File: src/rtl/beam_scan_controller.sv
// Beam-steering scan controller: sweeps delay_select over NUM_DIRS directions, integrates |beam_sample|
// per direction, then steers to the loudest one. Optional macro BEAM_SCAN_HYST_EN adds result hysteresis.
module beam_scan_controller #(
  parameter int NUM_DIRS = 4,
  parameter int SETTLE   = 16,
  parameter int WIN_LOG2 = 8,
  parameter int ACC_W    = 32
) (
  input  logic             clk,
  input  logic             rst,
  input  logic             start,
  input  logic             continuous,
  input  logic             sample_valid,
  input  logic [18:0]      beam_sample,
  output logic [4:0]       delay_select,
  output logic [4:0]       best_dir,
  output logic [ACC_W-1:0] best_energy,
  output logic             busy,
  output logic             scan_done,
  output logic [2:0]       dbg_state
);

  typedef enum logic [2:0] {
    ST_IDLE    = 3'd0,
    ST_SETTLE  = 3'd1,
    ST_ACCUM   = 3'd2,
    ST_COMPARE = 3'd3,
    ST_DONE    = 3'd4
  } state_t;

  localparam logic [4:0]        LAST_DIR    = 5'(NUM_DIRS - 1);
  localparam logic [15:0]       SETTLE_LAST = 16'(SETTLE - 1);
  localparam logic [WIN_LOG2:0] WIN_LAST    = (WIN_LOG2+1)'((1 << WIN_LOG2) - 1);

  state_t            state_q;
  logic [4:0]        dir_q;
  logic [15:0]       settle_cnt_q;
  logic [WIN_LOG2:0] win_cnt_q;
  logic [ACC_W-1:0]  acc_q;
  logic [ACC_W-1:0]  best_acc_q;
  logic [4:0]        best_idx_q;
  logic [4:0]        delay_select_q;
  logic [4:0]        best_dir_q;
  logic [ACC_W-1:0]  best_energy_q;

  logic [18:0]      abs_mag;
  logic [ACC_W:0]   acc_sum;
  logic [ACC_W-1:0] acc_d;
  logic             take_new;
  logic [4:0]       best_idx_d;
  logic [ACC_W-1:0] best_acc_d;
  logic             accept;

  // Two's-complement magnitude kept at 19 bits so -2^18 yields +2^18 rather than overflowing.
  assign abs_mag    = beam_sample[18] ? (~beam_sample + 19'd1) : beam_sample;
  assign acc_sum    = {1'b0, acc_q} + (ACC_W+1)'(abs_mag);
  assign acc_d      = acc_sum[ACC_W] ? {ACC_W{1'b1}} : acc_sum[ACC_W-1:0];
  assign take_new   = (dir_q == 5'd0) || (acc_q > best_acc_q);
  assign best_idx_d = take_new ? dir_q : best_idx_q;
  assign best_acc_d = take_new ? acc_q : best_acc_q;

`ifdef BEAM_SCAN_HYST_EN
  logic first_q;

  always_ff @(posedge clk or negedge rst) begin
    if (!rst)                    first_q <= 1'b1;
    else if (state_q == ST_DONE) first_q <= 1'b0;
  end

  // A new direction must beat the held energy by 1/8 before the bank is re-steered.
  assign accept = first_q || (best_idx_d == best_dir_q) ||
                  ({1'b0, best_acc_d} > ({1'b0, best_energy_q} + {1'b0, best_energy_q >> 3}));
`else
  assign accept = 1'b1;
`endif

  always_ff @(posedge clk or negedge rst) begin
    if (!rst) begin
      state_q        <= ST_IDLE;
      dir_q          <= '0;
      settle_cnt_q   <= '0;
      win_cnt_q      <= '0;
      acc_q          <= '0;
      best_acc_q     <= '0;
      best_idx_q     <= '0;
      delay_select_q <= '0;
      best_dir_q     <= '0;
      best_energy_q  <= '0;
    end else begin
      case (state_q)
        ST_IDLE: begin
          if (start) begin
            dir_q          <= '0;
            delay_select_q <= '0;
            settle_cnt_q   <= '0;
            state_q        <= ST_SETTLE;
          end
        end
        ST_SETTLE: begin
          if (SETTLE == 0) begin
            acc_q     <= '0;
            win_cnt_q <= '0;
            state_q   <= ST_ACCUM;
          end else if (sample_valid) begin
            if (settle_cnt_q == SETTLE_LAST) begin
              acc_q     <= '0;
              win_cnt_q <= '0;
              state_q   <= ST_ACCUM;
            end else begin
              settle_cnt_q <= settle_cnt_q + 16'd1;
            end
          end
        end
        ST_ACCUM: begin
          if (sample_valid) begin
            acc_q <= acc_d;
            if (win_cnt_q == WIN_LAST) state_q <= ST_COMPARE;
            else                       win_cnt_q <= win_cnt_q + 1'b1;
          end
        end
        ST_COMPARE: begin
          best_acc_q <= best_acc_d;
          best_idx_q <= best_idx_d;
          if (dir_q == LAST_DIR) begin
            state_q <= ST_DONE;
            if (accept) begin
              best_dir_q     <= best_idx_d;
              best_energy_q  <= best_acc_d;
              delay_select_q <= best_idx_d;
            end else begin
              delay_select_q <= best_dir_q;
            end
          end else begin
            dir_q          <= dir_q + 5'd1;
            delay_select_q <= dir_q + 5'd1;
            settle_cnt_q   <= '0;
            state_q        <= ST_SETTLE;
          end
        end
        ST_DONE: begin
          if (continuous) begin
            dir_q          <= '0;
            delay_select_q <= '0;
            settle_cnt_q   <= '0;
            state_q        <= ST_SETTLE;
          end else begin
            state_q <= ST_IDLE;
          end
        end
        default: state_q <= ST_IDLE;
      endcase
    end
  end

  assign delay_select = delay_select_q;
  assign best_dir     = best_dir_q;
  assign best_energy  = best_energy_q;
  assign busy         = (state_q == ST_SETTLE) || (state_q == ST_ACCUM) || (state_q == ST_COMPARE);
  assign scan_done    = (state_q == ST_DONE);
  assign dbg_state    = state_q;

endmodule

File: config.mk
export PLATFORM = sky130hd
export DESIGN_NAME = beam_scan_controller
export DESIGN_NICKNAME = d
export VERILOG_FILES = /design/src/rtl/beam_scan_controller.sv
export SDC_FILE = /design/constraint.sdc
export NUM_CORES = 1
export LEC_CHECK = 0
export BUFFER_PORTS_ARGS = -buffer_cell sky130_fd_sc_hd__buf_4
export CELL_PAD_IN_SITES_DETAIL_PLACEMENT = 0
export CELL_PAD_IN_SITES_GLOBAL_PLACEMENT = 1
export CORE_MARGIN = 2
export CORE_UTILIZATION = 38
export DETAILED_ROUTE_END_ITERATION = 10
export HOLD_SLACK_MARGIN = 0.05
export PLACE_DENSITY_LB_ADDON = 0.3
export SLEW_MARGIN = 20
export SYNTH_ARGS = -nofsm -noshare
export SYNTH_HDL_FRONTEND = slang
export SYNTH_SLANG_ARGS = --single-unit
File: constraint.sdc
create_clock -name clk -period 3.7 [get_ports clk]
set_input_delay 0.74 -clock clk [delete_from_list [all_inputs] [get_ports clk]]
set_output_delay 0.74 -clock clk [all_outputs]
set_load 0.005 [all_outputs]
==> impl_metrics.ini <==
[synthesis]
synth.most_common_cell = dfrtp_1
yosysTopAreaCellShare = 0.409
syn_area_um2 = 8810
synth.distinct_cells = 69
syn_avg_cell_area_um2 = 9.33
ys_seq_elements = 144
synth_ff_type = dfrtp_1
synth_top_area_cell = dfrtp_1
yosys_warnings = 0
yosysSeqAreaShare = 0.409
synth_nets = 1027
synth.area.top_cells = dfrtp_1 41%, ha_1 8.1%, nand2_1 6.0%
ys_async_sr_fraction = 1.00
netlist_instances = 945
synth-edff-count = 0
synth_commonest_cells = 144 x dfrtp_1, 142 x nand2_1, 102 x o21ai_0

[sta]
worst_pin_slew_ns = 0.747
period_share = 1.03
max_freq_mhz = 263
worst_slack_ns = -0.104
relSlewSlack = 0.498
hold_viol = 0
setup_viol_count_final = 29
slew_viol_final = 0
clock_skew_ns = 0.0119
finalSetupTns_ns = -1.42
fin_crit_ns = 3.80
grt_setup_unrepaired = true

[power_and_ir_drop]
power.density_nw_per_um2 = 751
leakagePower_nw = 5.28
vdd_drop_max_mv = 0.506

[floorplan]
die_w_um = 156
ios = 71
die_area_um2 = 24400
core_um2 = 22700
die_h_um = 156
row_count = 55
initial_core_util = 0.388

[critical_path]
crit_path_frequent_cell = a21o_1
critPathLaunch = beam_sample[4]
end_kind = flip-flop
max_stage_delay_ns = 0.52
path_max_fanout = 13
worstSetupEndpoint = acc_q[21]$_DFFE_PN0P_
worstSetupStartpointType = input port
critPathArrivalTime_ns = 4.12
path_class = in -> reg
cp.required_ns = 4.02
reg2regPathDepth = 9
crit_slowest_cell = or4_4
r2r_end = best_acc_q[1]$_DFFE_PN0P_
worst-r2r-setup-slack_ns = 0.54
r2r_start = acc_q[23]$_DFFE_PN0P_
path_cells = buf_6 -> or4_4 -> or2_4 -> or3b_4 -> nand2b_4 -> o21ai_2 -> xnor2_1 -> ha_1 -> buf_4 -> a21o_1 -> a21o_1 -> a211oi_2 -> o32a_1 -> buf_12 -> o31ai_1 -> a22o_1

[cts]
cts_max_level = 4
cts.sinks = 144
cts_tree = done
cts_max_path_buffers = 2
cts_buffers = 17
cts_hold_buffers = 0
clkSlewWorstSetupHoldPaths_ns = 0.07
root_buffer = clkbuf_16
worstSkewPairLatency_ns = 0.43

[final_layout]
syn_to_final_growth_pct = 26.4
seq_area_um2 = 3600
final_util = 0.491
fillers = 2145
antenna_cells = 0
multi_input_area_um2 = 5060
final_area_um2 = 11100
num-nets-final = 1165
drive_above_1_share = 0.254

[placed_design]
globalplace.congestion = 0.832
postPlaceCellArea_um2 = 10200
port_buffers = 70
dpl.hpwl_mm = 14.9

[routing]
via_count = 7207
wl_per_cell_um = 15.3
totalWireLength_mm = 21.1
drt_iter0_drc = 429
viasPerCell = 5.22
route.detailed.drc = 0
ant_nets = 0
dr.pass1.iters = 4

[grt]
grt_use_met2 = 0.306
antenna_found_initial = 0
grtUsageTotal = 0.185
grt_use_met3 = 0.0330
grt_busiest_layer = met2
use_met1 = 0.252
grt_max_degree = 76
grt_pass1_vias = 7174
overflow = 0
grt_pass1_wl_mm = 36.2

[job]
cap_violations = 0

[min_path]
hold_path_class = in -> async

[status]
outcome = finished, violations left
violations = negative setup slack
## layer usage
metal / vias to the layer above / part of all wire
li1: 3647 / -
met1: 3428 / 0.49
met2: 113 / 0.47
met3: 19 / 0.030
met4: 0 / 0.011
met5: - / 0
## registers in the layout (all words and copies together) (netlist names)
| name | cells |
|---|---|
| settle_cnt_q | 16 |
| dir_q | 5 |
| delay_select | 5 |
| best_idx_q | 5 |
| best_energy | 32 |
| dbg_state | 3 |
| win_cnt_q | 9 |
| acc_q | 32 |
| best_acc_q | 32 |
| best_dir | 5 |
## cell type report
cell class,instances,area share
Clock buffer,19,0.0407
Clock inverter,13,0.0136
Inverter,56,0.0191
Multi-Input combinational cell,708,0.454
Sequential cell,144,0.323
Tap cell,285,0.0320
Timing Repair Buffer,156,0.117
## power breakdown
part | internal [mW] | switching, mW | total [mW]
clock network | 1.04 | 0.719 | 1.76
registers | 1.97 | 0.427 | 2.40
logic | 2.03 | 2.18 | 4.21
## placed cells by master (no fill, tap or decap), types with 19 or more instances in the layout
cell	n
buf_4	144
mux2_4	26
ha_1	57
mux2i_1	34
o21ai_2	19
a21oi_1	37
nand2_1	139
inv_1	54
dfrtp_1	144
xnor2_1	30
nand3_1	22
nor2_1	55
o21ai_0	74
## worst min path at each step
| stage | to | cells past startpoint | slack [ns] | from |
|---|---|---|---|---|
| after CTS | settle_cnt_q[13]$_DFFE_PN0P_ | 1 | 0.35 | rst |
| after floorplan | acc_q[0]$_DFFE_PN0P_ | 0 | 0.44 | rst |
| after global placement | best_dir[3]$_DFFE_PN0P_ | 2 | 0.46 | best_dir[3]$_DFFE_PN0P_ |
| after detailed placement | best_dir[4]$_DFFE_PN0P_ | 2 | 0.47 | best_dir[4]$_DFFE_PN0P_ |
| final | delay_select[4]$_DFFE_PN0P_ | 1 | 0.34 | rst |
| after global routing | dir_q[1]$_DFFE_PN0P_ | 1 | 0.38 | rst |
## cell families after synthesis
group | Yosys count | share of synthesized area
and+or+nand+nor | 307 | 0.163
AOI/OAI and AO/OA | 229 | 0.160
DFF | 144 | 0.409
buffers and inverters | 94 | 0.0473
muxes | 66 | 0.0906
adders and majority gates | 58 | 0.0832
xor gates and xnor gates | 47 | 0.0467
## what timing repair did
action / 4_1_cts / 5_1_grt
pin swaps: 11 / 11
endpoints found under the setup margin: 32 / 32
gates resized for setup: 53 / 18
setup buffers: 5 / 0
cloned: 3 / 1
## per-stage QoR
stage	instances	power [mW]	hold slack [ns]	setup WS, ns
after global routing	1381	9.06	0.376	-0.249
after global placement	1342	6.48	0.461	-0.674
final	1381	8.37	0.338	-0.104
after detailed placement	1342	6.52	0.466	-0.721
after floorplan	945	5.13	0.444	-0.335
after CTS	1380	8.41	0.346	-0.118
## critical path, delay by kind of cell
kind	cells	cell delay, ns
simple gates	4	1.34
compound gates	7	1.24
buf+inv	3	0.40
fa+ha+maj	1	0.26
xor+xnor	1	0.13
Note: power is estimated with default switching activity, not from simulation.
